<file path="src/rtl/nn_rr_arbiter.sv">
// Round-robin arbiter granting one requester at a time access to its cmem/dmem
// address lanes, with a bounded hold time while other requesters are waiting.
module nn_rr_lane_mux #(
  parameter int NREQ = 4,
  parameter int W    = 8
) (
  input  logic                     sel_vld,
  input  logic [$clog2(NREQ)-1:0]  sel,
  input  logic [NREQ-1:0][W-1:0]   lanes,
  output logic [W-1:0]             q
);
  assign q = sel_vld ? lanes[sel] : '0;
endmodule

module nn_rr_arbiter #(
  parameter int NREQ    = 4,
  parameter int NLANE   = 8,
  parameter int CAW     = 8,
  parameter int MAW     = 8,
  parameter int MAXHOLD = 16
) (
  input  logic                                 clk,
  input  logic                                 rst,
  input  logic [NREQ-1:0]                      req,
  input  logic [NREQ-1:0][NLANE-1:0][CAW-1:0]  cmem_addr_in,
  input  logic [NREQ-1:0][NLANE-1:0][MAW-1:0]  dmem_addr_in,
  output logic [NREQ-1:0]                      grant,
  output logic                                 grant_valid,
  output logic [$clog2(NREQ)-1:0]              grant_idx,
  output logic [NLANE-1:0][CAW-1:0]            cmem_addr,
  output logic [NLANE-1:0][MAW-1:0]            dmem_addr
);
  localparam int IW = $clog2(NREQ);
  localparam int HW = $clog2(MAXHOLD);
  localparam logic [0:0]    S_IDLE   = 1'b0;
  localparam logic [0:0]    S_BUSY   = 1'b1;
  localparam logic [HW-1:0] HOLD_MAX = HW'(MAXHOLD - 1);
  localparam logic [IW-1:0] LAST_IDX = IW'(NREQ - 1);

  logic [0:0]      r_state;
  logic [NREQ-1:0] r_grant;
  logic            r_vld;
  logic [IW-1:0]   r_idx;
  logic [IW-1:0]   r_ptr;
  logic [HW-1:0]   r_hold;

  logic [NREQ-1:0] w_others;
  logic [NREQ-1:0] w_mask;
  logic            w_hold_req;
  logic            w_sat;
  logic            w_take;
  logic            w_found;
  logic [IW-1:0]   w_win;
  int              v_pos;

  assign w_others   = req & ~r_grant;
  assign w_hold_req = |(req & r_grant);
  assign w_sat      = (r_hold == HOLD_MAX);
  // In BUSY the holder is masked out, so a forced rotation never re-picks it.
  assign w_mask     = (r_state == S_IDLE) ? req : w_others;
  assign w_take     = (r_state == S_IDLE) ? (|req)
                                          : ((!w_hold_req || w_sat) && (|w_others));

  always_comb begin
    w_win   = '0;
    w_found = 1'b0;
    v_pos   = 0;
    for (int k = 0; k < NREQ; k++) begin
      v_pos = int'(r_ptr) + k;
      if (v_pos >= NREQ) v_pos = v_pos - NREQ;
      if (!w_found && w_mask[IW'(v_pos)]) begin
        w_found = 1'b1;
        w_win   = IW'(v_pos);
      end
    end
  end

  always_ff @(posedge clk) begin
    if (rst) begin
      r_state <= S_IDLE;
      r_grant <= '0;
      r_vld   <= 1'b0;
      r_idx   <= '0;
      r_ptr   <= '0;
      r_hold  <= '0;
    end else if (w_take) begin
      r_state <= S_BUSY;
      r_grant <= {{(NREQ-1){1'b0}}, 1'b1} << w_win;
      r_vld   <= 1'b1;
      r_idx   <= w_win;
      r_ptr   <= (w_win == LAST_IDX) ? '0 : w_win + 1'b1;
      r_hold  <= '0;
    end else if (r_state == S_BUSY) begin
      if (!w_hold_req) begin
        r_state <= S_IDLE;
        r_grant <= '0;
        r_vld   <= 1'b0;
        r_idx   <= '0;
      end else if (!w_sat) begin
        r_hold  <= r_hold + 1'b1;
      end
    end
  end

  assign grant       = r_grant;
  assign grant_valid = r_vld;
  assign grant_idx   = r_idx;

  for (genvar l = 0; l < NLANE; l++) begin : g_lane
    logic [NREQ-1:0][CAW-1:0] w_c;
    logic [NREQ-1:0][MAW-1:0] w_d;
    for (genvar r = 0; r < NREQ; r++) begin : g_req
      assign w_c[r] = cmem_addr_in[r][l];
      assign w_d[r] = dmem_addr_in[r][l];
    end
    nn_rr_lane_mux #(.NREQ(NREQ), .W(CAW)) u_cmux (
      .sel_vld (r_vld), .sel (r_idx), .lanes (w_c), .q (cmem_addr[l])
    );
    nn_rr_lane_mux #(.NREQ(NREQ), .W(MAW)) u_dmux (
      .sel_vld (r_vld), .sel (r_idx), .lanes (w_d), .q (dmem_addr[l])
    );
  end
endmodule
</file>
<file path="config.mk">
export PLATFORM = sky130hd
export DESIGN_NAME = nn_rr_arbiter
export DESIGN_NICKNAME = d
export VERILOG_FILES = /design/src/rtl/nn_rr_arbiter.sv
export SDC_FILE = /design/constraint.sdc
export NUM_CORES = 1
export LEC_CHECK = 0
export BUFFER_PORTS_ARGS = -buffer_cell sky130_fd_sc_hd__buf_4
export CORE_AREA = 2 2 257 259
export CTS_CLUSTER_SIZE = 8
export DETAILED_ROUTE_END_ITERATION = 8
export DIE_AREA = 0 0 259 261
export GPL_ROUTABILITY_DRIVEN = 1
export GPL_TIMING_DRIVEN = 0
export PLACE_DENSITY_LB_ADDON = 0.1
export SYNTH_ARGS = -nofsm -noshare
export SYNTH_HDL_FRONTEND = slang
export SYNTH_SLANG_ARGS = --single-unit
</file>
<file path="constraint.sdc">
create_clock -name clk -period 2.1 [get_ports clk]
set_input_delay 0 -clock clk [delete_from_list [all_inputs] [get_ports clk]]
set_output_delay 0 -clock clk [all_outputs]
set_load 0.01 [all_outputs]
</file>
==> impl_metrics.xml, run 1 <==
<?xml version="1.0" encoding="UTF-8"?>
<metrics>
  <group name="place">
    <metric name="replace_congestion" unit="">0.748</metric>
    <metric name="dpl_worst_slack" unit="ns">-0.959</metric>
    <metric name="port_buffers" unit="">652</metric>
    <metric name="hpwlAfterDp" unit="um">31000</metric>
  </group>
  <group name="status">
    <metric name="run_status" unit="">completed</metric>
  </group>
  <group name="floorplanning">
    <metric name="rows" unit="">94</metric>
    <metric name="initial_utilization" unit="%">7.22</metric>
    <metric name="die_y" unit="um">261</metric>
    <metric name="die_w" unit="um">259</metric>
    <metric name="floorplan.die_area" unit="sq um">67600</metric>
    <metric name="ioPinCount" unit="">653</metric>
    <metric name="area_of_the_core" unit="sq um">65000</metric>
  </group>
  <group name="global_route">
    <metric name="grt_overflow_total" unit="">0</metric>
    <metric name="antenna_found_initial" unit="">1</metric>
    <metric name="grt_use_total" unit="%">9.59</metric>
    <metric name="grt_pass1_wl" unit="um">48200</metric>
    <metric name="grt_start_max_net_pins" unit="">11</metric>
    <metric name="via_count_of_the_first_global_routing_pass" unit="">7028</metric>
  </group>
  <group name="final_layout">
    <metric name="final_nets" unit="">1572</metric>
    <metric name="antennaDiodeCount" unit="">0</metric>
    <metric name="flow.area_growth_from_synthesis" unit="%">132</metric>
    <metric name="fraction_of_final_layout_cells_with_drive_strength_greater_than_1" unit="%">78.5</metric>
  </group>
  <group name="power">
    <metric name="peakVddDrop" unit="uV">230</metric>
    <metric name="switchingPower" unit="uW">2120</metric>
    <metric name="pwr-share-comb" unit="%">85.6</metric>
    <metric name="pwr-share-clk" unit="%">7.4</metric>
    <metric name="seq_power_share" unit="%">7.0</metric>
    <metric name="pwr_density_cell" unit="nW/um^2">503</metric>
    <metric name="power.share.switching" unit="%">38.7</metric>
    <metric name="power.leakage" unit="uW">0.00478</metric>
    <metric name="post-layout-total-power" unit="uW">5490</metric>
    <metric name="p_int" unit="uW">3360</metric>
  </group>
  <group name="route">
    <metric name="postRouteAntennaNets" unit="">0</metric>
    <metric name="detailedRoute.firstPassIterationCount" unit="">4</metric>
    <metric name="routed_vias_inst" unit="">3.32</metric>
    <metric name="route.final.wire_length" unit="um">35300</metric>
    <metric name="drt_iter0_drc" unit="">161</metric>
    <metric name="vias" unit="">6346</metric>
    <metric name="post_drt_wl_per_cell" unit="um">18.5</metric>
    <metric name="drc_viols" unit="">0</metric>
  </group>
  <group name="min_path">
    <metric name="worst_min_delay_path_class" unit="">in -&gt; reg</metric>
  </group>
  <group name="synth">
    <metric name="dominantRegCellSynth" unit="">sky130_fd_sc_hd__dfxtp_1</metric>
    <metric name="post_synth_num_cell_types" unit="">35</metric>
    <metric name="synth_top_cell_by_area" unit="">sky130_fd_sc_hd__mux4_2</metric>
    <metric name="yosys_warnings" unit="">0</metric>
    <metric name="synth.most_common_cell" unit="">sky130_fd_sc_hd__and2_1</metric>
    <metric name="yosysTopAreaCellShare" unit="%">61.4</metric>
    <metric name="synth.avg_cell_area" unit="sq um">12.0</metric>
    <metric name="sequential_share_of_the_synthesized_area" unit="%">5.97</metric>
    <metric name="syn_inst" unit="">392</metric>
    <metric name="ys_ff_latch" unit="">14</metric>
    <metric name="synth_edf_count" unit="">0</metric>
    <metric name="syn-num-nets" unit="">915</metric>
    <metric name="synth_async_sr_flop_share" unit="%">0</metric>
    <metric name="synth.cells.most_frequent" unit="">sky130_fd_sc_hd__and2_1, sky130_fd_sc_hd__mux4_2, sky130_fd_sc_hd__clkbuf_1, sky130_fd_sc_hd__buf_2, sky130_fd_sc_hd__dfxtp_1</metric>
    <metric name="synth_area_leaders" unit="">sky130_fd_sc_hd__mux4_2, sky130_fd_sc_hd__and2_1, sky130_fd_sc_hd__dfxtp_1</metric>
    <metric name="netlist_area" unit="sq um">4700</metric>
  </group>
  <group name="setup_path">
    <metric name="critical_path_launch_point_type" unit="">flip-flop</metric>
    <metric name="timing.critical_path.fanout_max" unit="">10</metric>
    <metric name="critical_path_arrival" unit="ns">2.04</metric>
    <metric name="worst_ep_required_time" unit="ns">2.10</metric>
    <metric name="cpPeakStageDelay" unit="ns">0.52</metric>
    <metric name="cp_cell_sequence" unit="">clkbuf_16 &gt; buf_6 &gt; mux4_2 &gt; and2_1 &gt; buf_4</metric>
    <metric name="endpoint_kind" unit="">output port</metric>
    <metric name="worstSetupPathType" unit="">reg -&gt; out</metric>
    <metric name="critPathSlowestCell" unit="">sky130_fd_sc_hd__mux4_2</metric>
  </group>
  <group name="timing">
    <metric name="timing_worst_slew_pin_value" unit="ns">0.681</metric>
    <metric name="rsz0062_at_grt" unit="">true</metric>
    <metric name="max_slew_margin" unit="%">54.6</metric>
    <metric name="fin_worst_skew" unit="ns">0.00280</metric>
    <metric name="final-setup-viol-count" unit="">0</metric>
    <metric name="period_share" unit="%">97.2</metric>
    <metric name="finalHoldViolCount" unit="">0</metric>
    <metric name="timing.final.ws_setup" unit="ns">0.0598</metric>
    <metric name="fin_worst_hold_slack" unit="ns">0.149</metric>
    <metric name="slew_violations" unit="">0</metric>
    <metric name="fmax" unit="MHz">490</metric>
    <metric name="timing.final.crit_period" unit="ns">2.04</metric>
  </group>
  <group name="clock_network">
    <metric name="cts.root.buffer_cell" unit="">sky130_fd_sc_hd__clkbuf_16</metric>
    <metric name="cts.reportedPaths.clkPinSlew" unit="ns">0.05</metric>
    <metric name="clock_insertion_delay_worst_skew" unit="ns">0.24</metric>
    <metric name="clkSinkCount" unit="">14</metric>
    <metric name="numCtsBuffers" unit="">3</metric>
    <metric name="post_cts.repair.setup_buffers" unit="">0</metric>
    <metric name="tritoncts" unit="">done</metric>
    <metric name="htreeDepth" unit="">1</metric>
    <metric name="max-clock-path-buffers" unit="">2</metric>
  </group>
  <group name="run">
    <metric name="max_cap_viol_count" unit="">0</metric>
  </group>
</metrics>
## power by group through the flow
stage / Combinational (uW) / Sequential (uW) / Clock (uW)
final: 4700 / 383 / 406
after global routing: 5100 / 393 / 434
after CTS: 4840 / 383 / 423
after detailed placement: 4730 / 384 / 0
after global placement: 4790 / 381 / 0
after floorplan: 2470 / 370 / 0
## logic make-up (layout without fill, tap and decap cells)
logic type / after synthesis / in the layout / share of synthesized area, %
muxes: 134 / 134 / 62.7
DFF: 14 / 14 / 5.97
buffers and inverters: 50 / 706 / 4.61
and+or+nand+nor: 163 / 163 / 21.0
adders and majority gates: 5 / 5 / 1.33
AOI/OAI and AO/OA: 26 / 26 / 4.37
## sequential cells by signal, summed over array words and instances, names as in the netlist
signal,count
r_state,1
r_ptr,2
r_hold,4
grant_idx,2
grant_valid,1
grant,4
## cell usage in the layout (no fill, tap or decap), types with 6 or more instances in the layout
| master | n |
|---|---|
| sky130_fd_sc_hd__nand3_1 | 7 |
| sky130_fd_sc_hd__mux4_2 | 128 |
| sky130_fd_sc_hd__mux2i_1 | 6 |
| sky130_fd_sc_hd__dfxtp_1 | 14 |
| sky130_fd_sc_hd__buf_6 | 8 |
| sky130_fd_sc_hd__nor2_1 | 8 |
| sky130_fd_sc_hd__buf_4 | 659 |
| sky130_fd_sc_hd__a21oi_1 | 9 |
| sky130_fd_sc_hd__and2_1 | 133 |
| sky130_fd_sc_hd__clkbuf_1 | 15 |
## worst paths after layout
path / from / to / slack (ns) / cells after the start
max: grant_idx[0]$_SDFFE_PP0P_ / cmem_addr[26] / 0.06 / 5
min: req[0] / r_state$_SDFF_PP0_ / 0.15 / 3
max reg2reg: r_state$_SDFF_PP0_ / r_ptr[1]$_SDFFE_PP0P_ / 0.21 / 8
min reg2reg: r_hold[1]$_SDFFE_PP0P_ / r_hold[1]$_SDFFE_PP0P_ / 0.50 / 2
## per-layer routing
layer | wire, um | track usage, % | share of wire, %
met4 | 203 | 0.690 | 0.57
met5 | 0 | 0 | 0
met1 | 11800 | 9.73 | 34
met2 | 20400 | 20.1 | 58
met3 | 2850 | 2.33 | 8.1
## stage by stage
stage,setup TNS (ns),util (%),area [sq um],instances
floorplan,0,-,4700,392
global placement,-71.25,16.4,10700,1908
detailed placement,-77.58,16.4,10700,1908
CTS,0,16.7,10900,1913
global route,-0.664,16.8,10900,1912
finish,0,16.8,10900,1912
## worst max-delay path: cells and delay by family (launching register included)
kind / cells / cell delay, ns
flops: 1 / 0.41
buf+inv: 3 / 0.63
mux: 1 / 0.52
simple gates: 1 / 0.22
## timing repair
item	CTS	global route
pin swaps	0	2
endpoints found under the hold margin	3	0
setup endpoints to repair	114	36
hold buffers	1	0
resized for setup	44	6
## cell type report
type	instances	area (sq um)
flip-flops and latches	14	280
clock buffers	4	88.8
plain buffers	44	310
fillers	7371	54100
well taps	864	1080
repair buffers	653	4900
inverters	5	18.8
multi-input cells	328	4220
(Power assumes the default switching activity.)
==> inputs of run 2 (changes only) <==
Settings changed: CORE_AREA 2 2 257 259 to 2 2 252 254, DIE_AREA 0 0 259 261 to 0 0 254 256, SYNTH_HIERARCHICAL from default to 1.
==> impl_metrics.xml, run 2 <==
<?xml version="1.0" encoding="UTF-8"?>
<metrics>
  <group name="clock_network">
    <metric name="cts.reportedPaths.clkPinSlew" unit="ns">0.05</metric>
    <metric name="clkSinkCount" unit="">14</metric>
    <metric name="cts.root.buffer_cell" unit="">sky130_fd_sc_hd__clkbuf_16</metric>
    <metric name="tritoncts" unit="">done</metric>
    <metric name="post_cts.repair.setup_buffers" unit="">0</metric>
    <metric name="numCtsBuffers" unit="">3</metric>
    <metric name="htreeDepth" unit="">1</metric>
    <metric name="max-clock-path-buffers" unit="">2</metric>
    <metric name="clock_insertion_delay_worst_skew" unit="ns">0.24</metric>
  </group>
  <group name="place">
    <metric name="hpwlAfterDp" unit="um">32800</metric>
    <metric name="port_buffers" unit="">652</metric>
    <metric name="replace_congestion" unit="">0.806</metric>
  </group>
  <group name="setup_path">
    <metric name="critical_path_arrival" unit="ns">1.98</metric>
    <metric name="endpoint_kind" unit="">output port</metric>
    <metric name="critical_path_launch_point_type" unit="">flip-flop</metric>
    <metric name="worst_ep_required_time" unit="ns">2.10</metric>
    <metric name="cp_cell_sequence" unit="">buf_6 &gt; buf_12 &gt; mux2i_1 &gt; o22ai_1 &gt; buf_4</metric>
    <metric name="critPathSlowestCell" unit="">sky130_fd_sc_hd__dfxtp_4</metric>
    <metric name="cpPeakStageDelay" unit="ns">0.65</metric>
    <metric name="timing.critical_path.fanout_max" unit="">18</metric>
    <metric name="cp_top_family" unit="">flip-flops</metric>
    <metric name="worstSetupPathType" unit="">reg -&gt; out</metric>
    <metric name="cp_num_buf_inv" unit="">3</metric>
  </group>
  <group name="global_route">
    <metric name="grt_overflow_total" unit="">0</metric>
    <metric name="grt_pass1_wl" unit="um">51300</metric>
    <metric name="via_count_of_the_first_global_routing_pass" unit="">7581</metric>
    <metric name="grt_use_total" unit="%">10.5</metric>
    <metric name="grt_start_max_net_pins" unit="">35</metric>
    <metric name="antenna_found_initial" unit="">3</metric>
  </group>
  <group name="status">
    <metric name="run_status" unit="">completed</metric>
  </group>
  <group name="timing">
    <metric name="max_slew_margin" unit="%">63.5</metric>
    <metric name="timing_worst_slew_pin_value" unit="ns">0.548</metric>
    <metric name="total_negative_setup_slack" unit="ns">0</metric>
    <metric name="final-setup-viol-count" unit="">0</metric>
    <metric name="fmax" unit="MHz">505</metric>
    <metric name="period_share" unit="%">94.3</metric>
    <metric name="slew_violations" unit="">0</metric>
    <metric name="finalHoldViolCount" unit="">0</metric>
    <metric name="fin_worst_skew" unit="ns">0.00178</metric>
    <metric name="rsz0062_at_grt" unit="">false</metric>
    <metric name="timing.final.crit_period" unit="ns">1.98</metric>
  </group>
  <group name="final_layout">
    <metric name="final.fill_count" unit="">7169</metric>
    <metric name="fraction_of_final_layout_cells_with_drive_strength_greater_than_1" unit="%">58.0</metric>
    <metric name="final_nets" unit="">1740</metric>
    <metric name="layout.cells.most_common" unit="">sky130_fd_sc_hd__buf_4</metric>
    <metric name="flow.area_growth_from_synthesis" unit="%">124</metric>
    <metric name="most-common-layout-cells" unit="">sky130_fd_sc_hd__buf_4, sky130_fd_sc_hd__mux2i_1, sky130_fd_sc_hd__o22ai_1</metric>
    <metric name="finish.utilization" unit="%">17.7</metric>
  </group>
  <group name="synth">
    <metric name="yosysTopAreaCellShare" unit="%">53.2</metric>
    <metric name="synth.cells.most_frequent" unit="">sky130_fd_sc_hd__mux2i_1, sky130_fd_sc_hd__o22ai_1, sky130_fd_sc_hd__nand2_1, sky130_fd_sc_hd__buf_6, sky130_fd_sc_hd__nand2b_1</metric>
    <metric name="netlist_area" unit="sq um">4930</metric>
    <metric name="yosys_warnings" unit="">6</metric>
    <metric name="syn-num-nets" unit="">1081</metric>
    <metric name="dominantRegCellSynth" unit="">sky130_fd_sc_hd__dfxtp_1</metric>
    <metric name="synth.avg_cell_area" unit="sq um">8.83</metric>
    <metric name="ys_ff_latch" unit="">14</metric>
    <metric name="synth.most_common_cell" unit="">sky130_fd_sc_hd__mux2i_1</metric>
    <metric name="post_synth_num_cell_types" unit="">36</metric>
    <metric name="syn_inst" unit="">558</metric>
    <metric name="synth_edf_count" unit="">0</metric>
    <metric name="synth_area_leaders" unit="">sky130_fd_sc_hd__mux2i_1, sky130_fd_sc_hd__o22ai_1, sky130_fd_sc_hd__buf_12</metric>
    <metric name="synth_top_cell_by_area" unit="">sky130_fd_sc_hd__mux2i_1</metric>
    <metric name="sequential_share_of_the_synthesized_area" unit="%">5.69</metric>
    <metric name="synth_async_sr_flop_share" unit="%">0</metric>
  </group>
  <group name="run">
    <metric name="max_cap_viol_count" unit="">0</metric>
  </group>
  <group name="floorplanning">
    <metric name="area_of_the_core" unit="sq um">62400</metric>
    <metric name="initial_utilization" unit="%">7.90</metric>
    <metric name="die_w" unit="um">254</metric>
    <metric name="die_y" unit="um">256</metric>
    <metric name="floorplan.die_area" unit="sq um">65000</metric>
    <metric name="ioPinCount" unit="">653</metric>
    <metric name="rows" unit="">92</metric>
  </group>
  <group name="route">
    <metric name="route.final.wire_length" unit="um">37900</metric>
    <metric name="drc_viols" unit="">0</metric>
    <metric name="post_drt_wl_per_cell" unit="um">18.4</metric>
    <metric name="routed_vias_inst" unit="">3.50</metric>
    <metric name="vias" unit="">7218</metric>
    <metric name="drt_iter0_drc" unit="">216</metric>
    <metric name="detailedRoute.firstPassIterationCount" unit="">4</metric>
    <metric name="postRouteAntennaNets" unit="">0</metric>
  </group>
  <group name="power">
    <metric name="seq_power_share" unit="%">8.4</metric>
    <metric name="switchingPower" unit="uW">2710</metric>
    <metric name="pwr-share-clk" unit="%">6.0</metric>
    <metric name="pwr_density_cell" unit="nW/um^2">551</metric>
    <metric name="pwr-share-comb" unit="%">85.6</metric>
    <metric name="power.share.switching" unit="%">44.6</metric>
    <metric name="p_int" unit="uW">3360</metric>
    <metric name="peakVddDrop" unit="uV">249</metric>
    <metric name="power.leakage" unit="uW">0.00482</metric>
  </group>
  <group name="min_path">
    <metric name="worst_min_delay_path_class" unit="">in -&gt; reg</metric>
  </group>
</metrics>
==> run 2: changes by cell type after synthesis, sizes merged, moves of 15 or more <==
cell,before,now
nand2,2,18
mux2i,6,262
and2,133,5
clkbuf,22,1
mux4,128,0
buf,23,50
nand2b,2,17
o22ai,1,129
==> run 2: stage by stage <==
stage / power, uW / cell area (sq um) / worst slack, ns / cells / hold slack, ns
2_1_floorplan: 3270 / 4930 / 0.235 / 558 / 0.0694
5_1_grt: 6490 / 11000 / 0.0153 / 2062 / 0.195
3_5_place_dp: 5800 / 10900 / -0.162 / 2057 / 0.220
4_1_cts: 6210 / 11000 / 0.0152 / 2061 / 0.160
3_3_place_gp: 5830 / 10900 / -0.954 / 2056 / 0.224
6_report: 6070 / 11000 / 0.119 / 2062 / 0.166
==> run 2: layer usage <==
metal  track usage (%)  up-vias  routed length (um)
li1                  -     3538                   -
met1              11.2     3319               14100
met2              21.5      339               20700
met3              2.16       20                2810
met4             0.997        2                 333
met5                 0        -                  10
==> run 2: cells by family (layout without fill, tap and decap cells) <==
group	after synthesis	after routing	synth area share [%]
DFF	14	14	5.69
buffers and inverters	56	713	12.2
AOI/OAI and AO/OA	154	154	20.5
other	0	1	0
muxes	262	262	53.2
adders and majority gates	5	5	1.27
and+or+nand+nor	67	67	7.09
==> run 2: power by group through the flow <==
| stage | combinational, uW | clock [uW] | sequential [uW] |
|---|---|---|---|
| after floorplan | 2840 | 0 | 432 |
| after global placement | 5280 | 0 | 542 |
| after detailed placement | 5280 | 0 | 525 |
| after CTS | 5300 | 383 | 524 |
| after global routing | 5560 | 393 | 531 |
| final | 5200 | 362 | 510 |
==> run 2: repair_timing <==
item,4_1_cts,5_1_grt
gates resized for setup,4,1
endpoints found under the setup margin,130,2
endpoints found under the hold margin,3,0
hold buffers,1,0
pin swaps,0,1
==> run 2: path summary, 6_finish.rpt <==
kind	from	to	slack [ns]	cells after the start
max	grant_idx[1]$_SDFFE_PP0P_	cmem_addr[5]	0.12	5
min	req[3]	r_state$_SDFF_PP0_	0.17	3
max reg2reg	r_state$_SDFF_PP0_	r_ptr[1]$_SDFFE_PP0P_	0.16	8
min reg2reg	r_hold[1]$_SDFFE_PP0P_	r_hold[1]$_SDFFE_PP0P_	0.50	2
==> run 2: worst register-to-register path: cells and delay by family, from the launching register on <==
kind / cells / cell delay (ns)
adder cells (fa/ha/maj): 1 / 0.29
AO/OA/AOI/OAI: 3 / 0.75
flip-flops: 1 / 0.29
multiplexers: 1 / 0.13
buffers and inverters: 2 / 0.29
AND/OR/NAND/NOR: 1 / 0.05
==> run 2: layout make-up <==
| type | count | area (sq um) | area share (%) |
|---|---|---|---|
| Buffer | 51 | 583 | 5.29 |
| Tap cell | 846 | 1060 | 9.60 |
| Timing Repair Buffer | 654 | 4930 | 44.7 |
| Inverter | 5 | 18.8 | 0.170 |
| Multi-Input combinational cell | 488 | 4060 | 36.9 |
| Sequential cell | 14 | 289 | 2.62 |
| Antenna cell | 1 | 2.50 | 0.0227 |
| Clock buffer | 3 | 75.1 | 0.681 |
